[src/rtl/fpu_result_queue.sv]
// Show-ahead result FIFO behind the FPU result mux: tags entries with opcode, compare flags and class.
// Optional class tagging is enabled by defining FPU_RESQ_CLASS_EN; otherwise out_class is tied to zero.
module fpu_result_queue #(
  parameter int DEPTH = 4
) (
  input  logic                       clk,
  input  logic                       rst,
  input  logic                       in_valid,
  output logic                       in_ready,
  input  logic [2:0]                 in_opc,
  input  logic [31:0]                in_res,
  input  logic                       in_aeb,
  input  logic                       in_agb,
  input  logic                       in_alb,
  output logic                       out_valid,
  input  logic                       out_ready,
  output logic [31:0]                out_data,
  output logic [2:0]                 out_opc,
  output logic [2:0]                 out_cmp,
  output logic [3:0]                 out_class,
  output logic [$clog2(DEPTH):0]     count,
  input  logic                       clr_err,
  output logic                       err_ovf,
  output logic                       err_opc
);

  localparam int AW = $clog2(DEPTH);
  localparam int CW = AW + 1;
`ifdef FPU_RESQ_CLASS_EN
  localparam int EW = 42;
`else
  localparam int EW = 38;
`endif

  logic [AW-1:0] wr_ptr_q, wr_ptr_d;
  logic [AW-1:0] rd_ptr_q, rd_ptr_d;
  logic [CW-1:0] count_q, count_d;
  logic          err_ovf_q, err_ovf_d;
  logic          err_opc_q, err_opc_d;
  logic [EW-1:0] mem_q [DEPTH];
  logic [EW-1:0] wr_entry;
  logic [EW-1:0] head;
  logic [2:0]    cmp_in;
  logic          full, empty, accept, push, pop;

  assign full      = (count_q == CW'(DEPTH));
  assign empty     = (count_q == '0);
  assign in_ready  = !full;
  assign out_valid = !empty;
  assign count     = count_q;
  assign err_ovf   = err_ovf_q;
  assign err_opc   = err_opc_q;
  assign accept    = in_valid && !full;
  assign push      = accept && (in_opc <= 3'd4);
  assign pop       = !empty && out_ready;

  always_comb begin
    cmp_in = (in_opc == 3'd4) ? {in_aeb, in_agb, in_alb} : 3'b000;
`ifdef FPU_RESQ_CLASS_EN
    wr_entry = {in_res, in_opc, cmp_in, 4'b0000};
    if (in_opc != 3'd4) begin
      wr_entry[3] = (in_res[30:23] == 8'hFF) && (in_res[22:0] != '0);
      wr_entry[2] = (in_res[30:23] == 8'hFF) && (in_res[22:0] == '0);
      wr_entry[1] = (in_res[30:23] == 8'h00) && (in_res[22:0] == '0);
      wr_entry[0] = in_res[31];
    end
`else
    wr_entry = {in_res, in_opc, cmp_in};
`endif
  end

  always_comb begin
    wr_ptr_d  = wr_ptr_q;
    rd_ptr_d  = rd_ptr_q;
    count_d   = count_q;
    err_ovf_d = (in_valid && full) || (err_ovf_q && !clr_err);
    err_opc_d = (accept && (in_opc > 3'd4)) || (err_opc_q && !clr_err);
    if (push) wr_ptr_d = wr_ptr_q + AW'(1);
    if (pop)  rd_ptr_d = rd_ptr_q + AW'(1);
    case ({push, pop})
      2'b10:   count_d = count_q + CW'(1);
      2'b01:   count_d = count_q - CW'(1);
      default: count_d = count_q;
    endcase
  end

  always_ff @(posedge clk) begin
    if (rst) begin
      wr_ptr_q  <= '0;
      rd_ptr_q  <= '0;
      count_q   <= '0;
      err_ovf_q <= 1'b0;
      err_opc_q <= 1'b0;
    end else begin
      wr_ptr_q  <= wr_ptr_d;
      rd_ptr_q  <= rd_ptr_d;
      count_q   <= count_d;
      err_ovf_q <= err_ovf_d;
      err_opc_q <= err_opc_d;
    end
  end

  // Storage is deliberately left unreset; a write during reset is harmless since pointers clear.
  always_ff @(posedge clk) begin
    if (push) mem_q[wr_ptr_q] <= wr_entry;
  end

  always_comb begin
    head      = out_valid ? mem_q[rd_ptr_q] : '0;
    out_data  = head[EW-1 -: 32];
    out_opc   = head[EW-33 -: 3];
    out_cmp   = head[EW-36 -: 3];
`ifdef FPU_RESQ_CLASS_EN
    out_class = head[3:0];
`else
    out_class = 4'b0000;
`endif
  end

endmodule
[config.mk]
export PLATFORM = sky130hd
export DESIGN_NAME = fpu_result_queue
export DESIGN_NICKNAME = d
export VERILOG_FILES = /design/src/rtl/fpu_result_queue.sv
export SDC_FILE = /design/constraint.sdc
export NUM_CORES = 1
export LEC_CHECK = 0
export ABC_AREA = 1
export CAP_MARGIN = 5
export CORE_MARGIN = 2
export CORE_UTILIZATION = 54
export CTS_BUF_LIST = sky130_fd_sc_hd__clkbuf_8 sky130_fd_sc_hd__clkbuf_16
export CTS_CLUSTER_SIZE = 14
export DETAILED_ROUTE_END_ITERATION = 6
export GPL_TIMING_DRIVEN = 0
export PLACE_DENSITY = 0.78
export SETUP_SLACK_MARGIN = 0.02
export SLEW_MARGIN = 20
export SYNTH_ARGS = -nofsm -noshare
export SYNTH_HDL_FRONTEND = slang
export SYNTH_SLANG_ARGS = --single-unit
[constraint.sdc]
create_clock -name clk -period 4.1 [get_ports clk]
set_input_delay 1.23 -clock clk [delete_from_list [all_inputs] [get_ports clk]]
set_output_delay 1.23 -clock clk [all_outputs]
set_load 0.02 [all_outputs]
==> flow_summary_export.csv <==
group,metric,value,unit
drt,wl_per_cell,17.7,um
global_route,grt_pass1_vias,4653,
global_route,grt_overflow,0,
clock_network,htree_levels,4,
yosys,yosysUniqueCellTypes,23,
timing,setup_viol,0,
power_and_ir_drop,pwr-share-clk,0.321,
run_status,status,"finished, final reports clean",
timing,finalSetupTns,0,ps
final_layout,final_cell_mix,"162 x nor2_1, 152 x edfxtp_1, 87 x clkdlybuf4s50_1",
yosys,ys_seq_elements,163,
floorplan,rows,40,
clock_network,cts.sink_count,163,
yosys,synth_cells,547,
clock_network,cts_root_buffer,"clkbuf_16",
setup_path,critPathMaxFanout,10,
floorplan,initial_core_util,0.551,
hold_path,holdPathStages,2,
floorplan,fp.dieH,114,um
setup_path,crit_path_cell_trace,"buf_6 -> inv_2 -> clkbuf_1 -> o21ai_0 -> a21oi_1 -> clkdlybuf4s50_1",
setup_path,regToRegSetupSlack,1830,ps
flow_run,maxCapViolations,0,
drt,drt_iter0_markers,435,
drt,routed_wl,14600,um
timing,fin_crit,3630,ps
timing,max_slew_margin,0.494,
drt,drc,0,
power_and_ir_drop,pwr-share-seq,0.339,
final_layout,area.sequential,4780,um^2
clock_network,cts_setup_buffers,0,
clock_network,cts_inserted_buffers,17,
placed_design,port_buffers,87,
timing,report.final.hold_viol_count,0,
hold_path,hold_path.class,"register to register",
power_and_ir_drop,p_sw,1.83,mW
final_layout,nFillCells,791,
power_and_ir_drop,p_leak,3.07,nW
yosys,ys_seq_area_frac,0.726,
power_and_ir_drop,pwr-share-comb,0.340,
setup_path,cp-end-kind,"output port",
final_layout,drive_above_1_share,0.110,
final_layout,multi_input_area,1490,um^2
hold_path,hp-start,"err_ovf$_SDFF_PP0_",
global_route,antenna_found_initial,0,
drt,viasPerCell,5.51,
floorplan,die_area,13100,um^2
setup_path,crit_type,"register to output port",
setup_path,max_stage_delay,660,ps
yosys,yosysWarnings,0,
placed_design,dp_hpwl,8960,um
setup_path,rr_endpoint,"count[2]$_SDFFE_PP0P_",
yosys,synth.avg_cell_area,12.1,um^2
setup_path,rr_worst_depth,11,
drt,top_layer_used,"met4",
setup_path,startpoint_type,"register",
timing,worst_pin_slew,757,ps
power_and_ir_drop,swShare,0.316,
clock_network,clkLatencyLatePin,420,ps
clock_network,cts_resized,0,
timing,rsz0062_at_grt,"no",
final_layout,final_common_cell,"nor2_1",
drt,routed-wl-met3,972,um
yosys,synth_area,6590,um^2
drt,wl_met1,5980,um
placed_design,gp_congestion,0.776,
power_and_ir_drop,power,5.81,mW
power_and_ir_drop,peakVddDrop,301,uV
floorplan,dieWidth,114,um
placed_design,place_inst,790,
final_layout,utilization,0.716,
final_layout,nets,711,
global_route,grt_pass1_wl,22900,um
final_layout,area_growth,29.9,%
clock_network,ctsHoldBuffers,0,
final_layout,fin_cells,822,
clock_network,cts_tree,"yes",
hold_path,min_to,"err_ovf$_SDFF_PP0_",
power_and_ir_drop,p_per_area,678,nW/um^2
clock_network,clk_pin_slew,60,ps
timing,max_freq,275,MHz
global_route,grt_usage,0.235,
drt,num_vias,4531,
timing,min_period_over_period,0.886,
drt,drtPass1Iterations,6,
drt,drt.antenna.violating_nets,0,
setup_path,worstPathArrival,2400,ps
global_route,grt_max_degree,22,
drt,wl_met2,7430,um
floorplan,io-pin-count,92,
timing,fin_skew,9.30,ps
setup_path,r2r-start,"count[1]$_SDFFE_PP0P_",
clock_network,clk_path_buf_depth,2,
power_and_ir_drop,p_int,3.97,mW
timing,maxSlewViolCount,0,
final_layout,antenna_cells,0,
floorplan,core_region_area,12000,um^2
setup_path,cpMaxStageDelayCell,"clkdlybuf4s50_1",
setup_path,cp_data_required_time,2870,ps
==> layer usage <==
metal / GRT usage / vias up
li1: - / 2121
met1: 0.293 / 2196
met2: 0.394 / 193
met3: 0.0588 / 21
met4: 0.0959 / 0
met5: 0 / -
==> worst max path at each step <==
stage / start / endpoint / cells after the start
floorplan: in_opc[0] / mem_q[0][0]$_DFFE_PP_ / 5
global route: register / out_data[14] / 6
global placement: in_opc[1] / mem_q[3][22]$_DFFE_PP_ / 6
finish: register / out_data[14] / 6
detailed placement: in_opc[1] / count[2]$_SDFFE_PP0P_ / 13
CTS: register / out_data[14] / 6
==> cell usage after synthesis (all sizes together) <==
cell,number,area [um^2]
nand3,5,30.0
a21oi,43,215
or2,1,6.26
o21ai,79,395
dfxtp,11,220
nand4,4,25.0
ha,5,62.6
edfxtp,152,4560
nor2,166,623
nand2,18,70.1
inv,28,105
conb,1,3.75
clkbuf,8,33.8
buf,25,218
fa,1,20.0
==> state kept, by name, summed over array words and instances, names as in the netlist, named ones only <==
name,flops
count,3
err_opc,1
err_ovf,1
mem_q,152
rd_ptr_q,2
wr_ptr_q,2
==> critical path, delay by kind of cell (launching register included) <==
kind	cells	cell delay, ps
AO/OA/AOI/OAI	2	410
buffers and inverters	4	1260
flip-flops	1	300
==> per-stage QoR <==
step           worst slack [ps]  cell area, um^2  hold WS (ps)
2_1_floorplan               468             6600           459
3_3_place_gp              -1330             7660           457
3_5_place_dp                550             7850           464
4_1_cts                     437             8560           475
5_1_grt                     333             8560           496
6_report                    467             8560           474
==> kinds of logic (layout without fill, tap and decap cells) <==
group                    after synthesis  after routing  synth area share
buffers and inverters                 61            186            0.0541
other                                  1              4          0.000569
flip-flops                           163            163             0.726
AO/OA/AOI/OAI                        122            122            0.0926
AND/OR/NAND/NOR                      194            194             0.114
adder cells (fa/ha/maj)                6              6            0.0125
==> power by group through the flow <==
stage                     sequential [mW]  combinational, mW  clock [mW]
after detailed placement             2.01               1.97           0
after global placement               2.01               1.90           0
after global routing                 1.98               2.14        1.94
after CTS                            1.97               1.99        1.86
final                                1.97               1.98        1.86
after floorplan                      2.02               1.09           0
==> layout make-up <==
type                            count  area share
Buffer                             33      0.0294
Clock buffer                       19      0.0529
Clock inverter                     13      0.0298
Inverter                           28      0.0123
Multi-Input combinational cell    326       0.174
Sequential cell                   163       0.559
Tap cell                          147      0.0215
Timing Repair Buffer               93       0.121
(Power assumes the default switching activity.)
==> RTL edit (same settings) <==
Put one more register stage on the output `err_ovf`, cleared by the reset. The value now appears one clock later. The other outputs are not delayed to match.
--- a/src/rtl/fpu_result_queue.sv
+++ b/src/rtl/fpu_result_queue.sv
@@ -49,5 +49,11 @@
   assign out_valid = !empty;
   assign count     = count_q;
-  assign err_ovf   = err_ovf_q;
+  always_ff @(posedge clk) begin
+    if (rst) begin
+      err_ovf <= '0;
+    end else begin
+      err_ovf <= err_ovf_q;
+    end
+  end
   assign err_opc   = err_opc_q;
   assign accept    = in_valid && !full;
Check against the original RTL: not equivalent (Yosys sat finds a counterexample within 10 cycles, from zero or initial values and one cycle with rst high).
==> RTL edit against the unedited design <==
  * Cell area fell by 1.9%
  * Total power fell by 5.9%
  * Synthesized area barely moved
  * Sequential cell count rose by 1
  * Worst hold slack got worse by 0.042 ns
  * Core utilization fell by 1.4 points
  * Sequential share of layout area rose by 1.3 points
  * Via count fell by 0.26%
  * Setup slack improved by 0.0033 ns
  * Non-clock buffer count fell by 1
  * Routed wire length fell by 1.5%
==> RTL edit: results (changes against the unedited design) <==
[run_status]
status = finished clean

[power_and_ir_drop]
cellLeakagePower_nw = 2.99  ; -2.4%
irDropWorstVdd_uv = 401  ; +33%
internal_power_mw = 3.63  ; -8.6%

[sta]
tightest_slew_ns = 0.738  ; -0.0188 ns
finalCritPeriodShare_pct = 88.5  ; about the same
skew_ns = 0.0111  ; +0.00179 ns

[yosys]
yosysUniqueCellTypes = 22  ; -4.3%
avgSynthCellArea_um2 = 12.0  ; -0.56%
synth.top_cells.by_count = 167 x nor2_1, 152 x edfxtp_1, 42 x a21oi_1
synth_area_leaders = edfxtp_1 69%, nor2_1 9.5%, dfxtp_1 3.6%
ys_seq_area_share_pct = 72.9  ; +0.32 points
synthArstFlopShare_pct = 0  ; unchanged

[global_routing]
track_usage_pct = 22.4  ; -1.1 points
antenna_found_initial = 0  ; unchanged
grt_max_degree = 21  ; -4.5%
grt_pass1_vias = 4557  ; -2.1%
grt_pass1_wl_um = 22000  ; -4.2%

[setup_path]
r2r_slack_ns = 1.87  ; +0.04 ns
max_stage_delay_ns = 0.68  ; +0.02 ns
r2r-start = count[0]

[finish]
drive_gt1_share_pct = 10.5  ; -0.48 points
largest_register_ffs = 152  ; unchanged
n_fill_cell = 769  ; -2.8%
final_cells = 824  ; +0.24%
layout.nets = 713  ; +0.28%
top_register = mem_q

[place]
globalplace.congestion = 0.793  ; +2.2%
post-place-cells = 792  ; +0.25%
place_hpwl_um = 8940  ; -0.26%
place_ws_ns = 0.470  ; -0.0802 ns

[detailed_routing]
wl_met2_um = 7340  ; -1.2%
drt_iter0_drc = 429  ; -1.4%
drt-met1-wl_um = 5670  ; -5.2%
wl_met3_um = 1130  ; +16%
drt-pass1-iter-count = 7  ; +1
vias = 4519  ; -0.26%
wirelength_um = 14300  ; -1.5%

[worst_hold_path]
hold_start = err_ovf_q

-- RTL edit: worst max-delay path by stage --
stage,start,end,cells past startpoint
6_report,register,out_data[1],6
5_1_grt,register,out_data[18],6
4_1_cts,register,out_data[0],6
3_5_place_dp,in_opc[0],count[2],13
3_3_place_gp,in_opc[0],mem_q[3][19],6
2_1_floorplan,in_opc[0],mem_q[0][0],5
-- RTL edit: final cells by class --
class	instances	area, um2	share of cell area [%]
Sequential cell	164	4800	57.2
Multi-Input combinational cell	327	1500	17.8
Timing Repair Buffer	92	1010	12.0
Clock buffer	18	439	5.23
Buffer	33	224	2.67
Tap cell	147	184	2.19
Clock inverter	14	135	1.61
Inverter	29	109	1.30
-- RTL edit: power by group through the flow --
stage	combinational [mW]	clock (mW)	sequential [mW]
after floorplan	1.07	0	2.03
after global placement	1.87	0	2.02
after detailed placement	1.94	0	2.02
after CTS	1.96	1.53	1.98
after global routing	2.09	1.61	1.99
final	1.95	1.53	1.98
-- RTL edit: through the flow --
stage               hold slack (ns)  instance area [um2]
floorplan                     0.400                 6600
global route                  0.463                 8400
detailed placement            0.417                 7830
CTS                           0.430                 8400
global placement              0.417                 7660
finish                        0.432                 8400
-- RTL edit: cell families after synthesis --
| group | Yosys count | synth area share, % |
|---|---|---|
| flip-flops | 164 | 72.9 |
| AO/OA/AOI/OAI | 122 | 9.26 |
| buffers and inverters | 62 | 5.05 |
| adder cells (fa/ha/maj) | 6 | 1.25 |
| AND/OR/NAND/NOR | 195 | 11.5 |
| other | 1 | 0.0569 |
-- RTL edit: tightest hold or removal path: stages, from the launching register on --
cell     delay, ns
dfxtp_1       0.30
inv_1         0.04
nor2_1        0.04
-- RTL edit: per-layer routing --
metal	vias up	track usage [%]
met5	-	0
met4	0	8.94
met2	215	38.1
met1	2151	27.3
met3	27	6.09
li1	2126	-
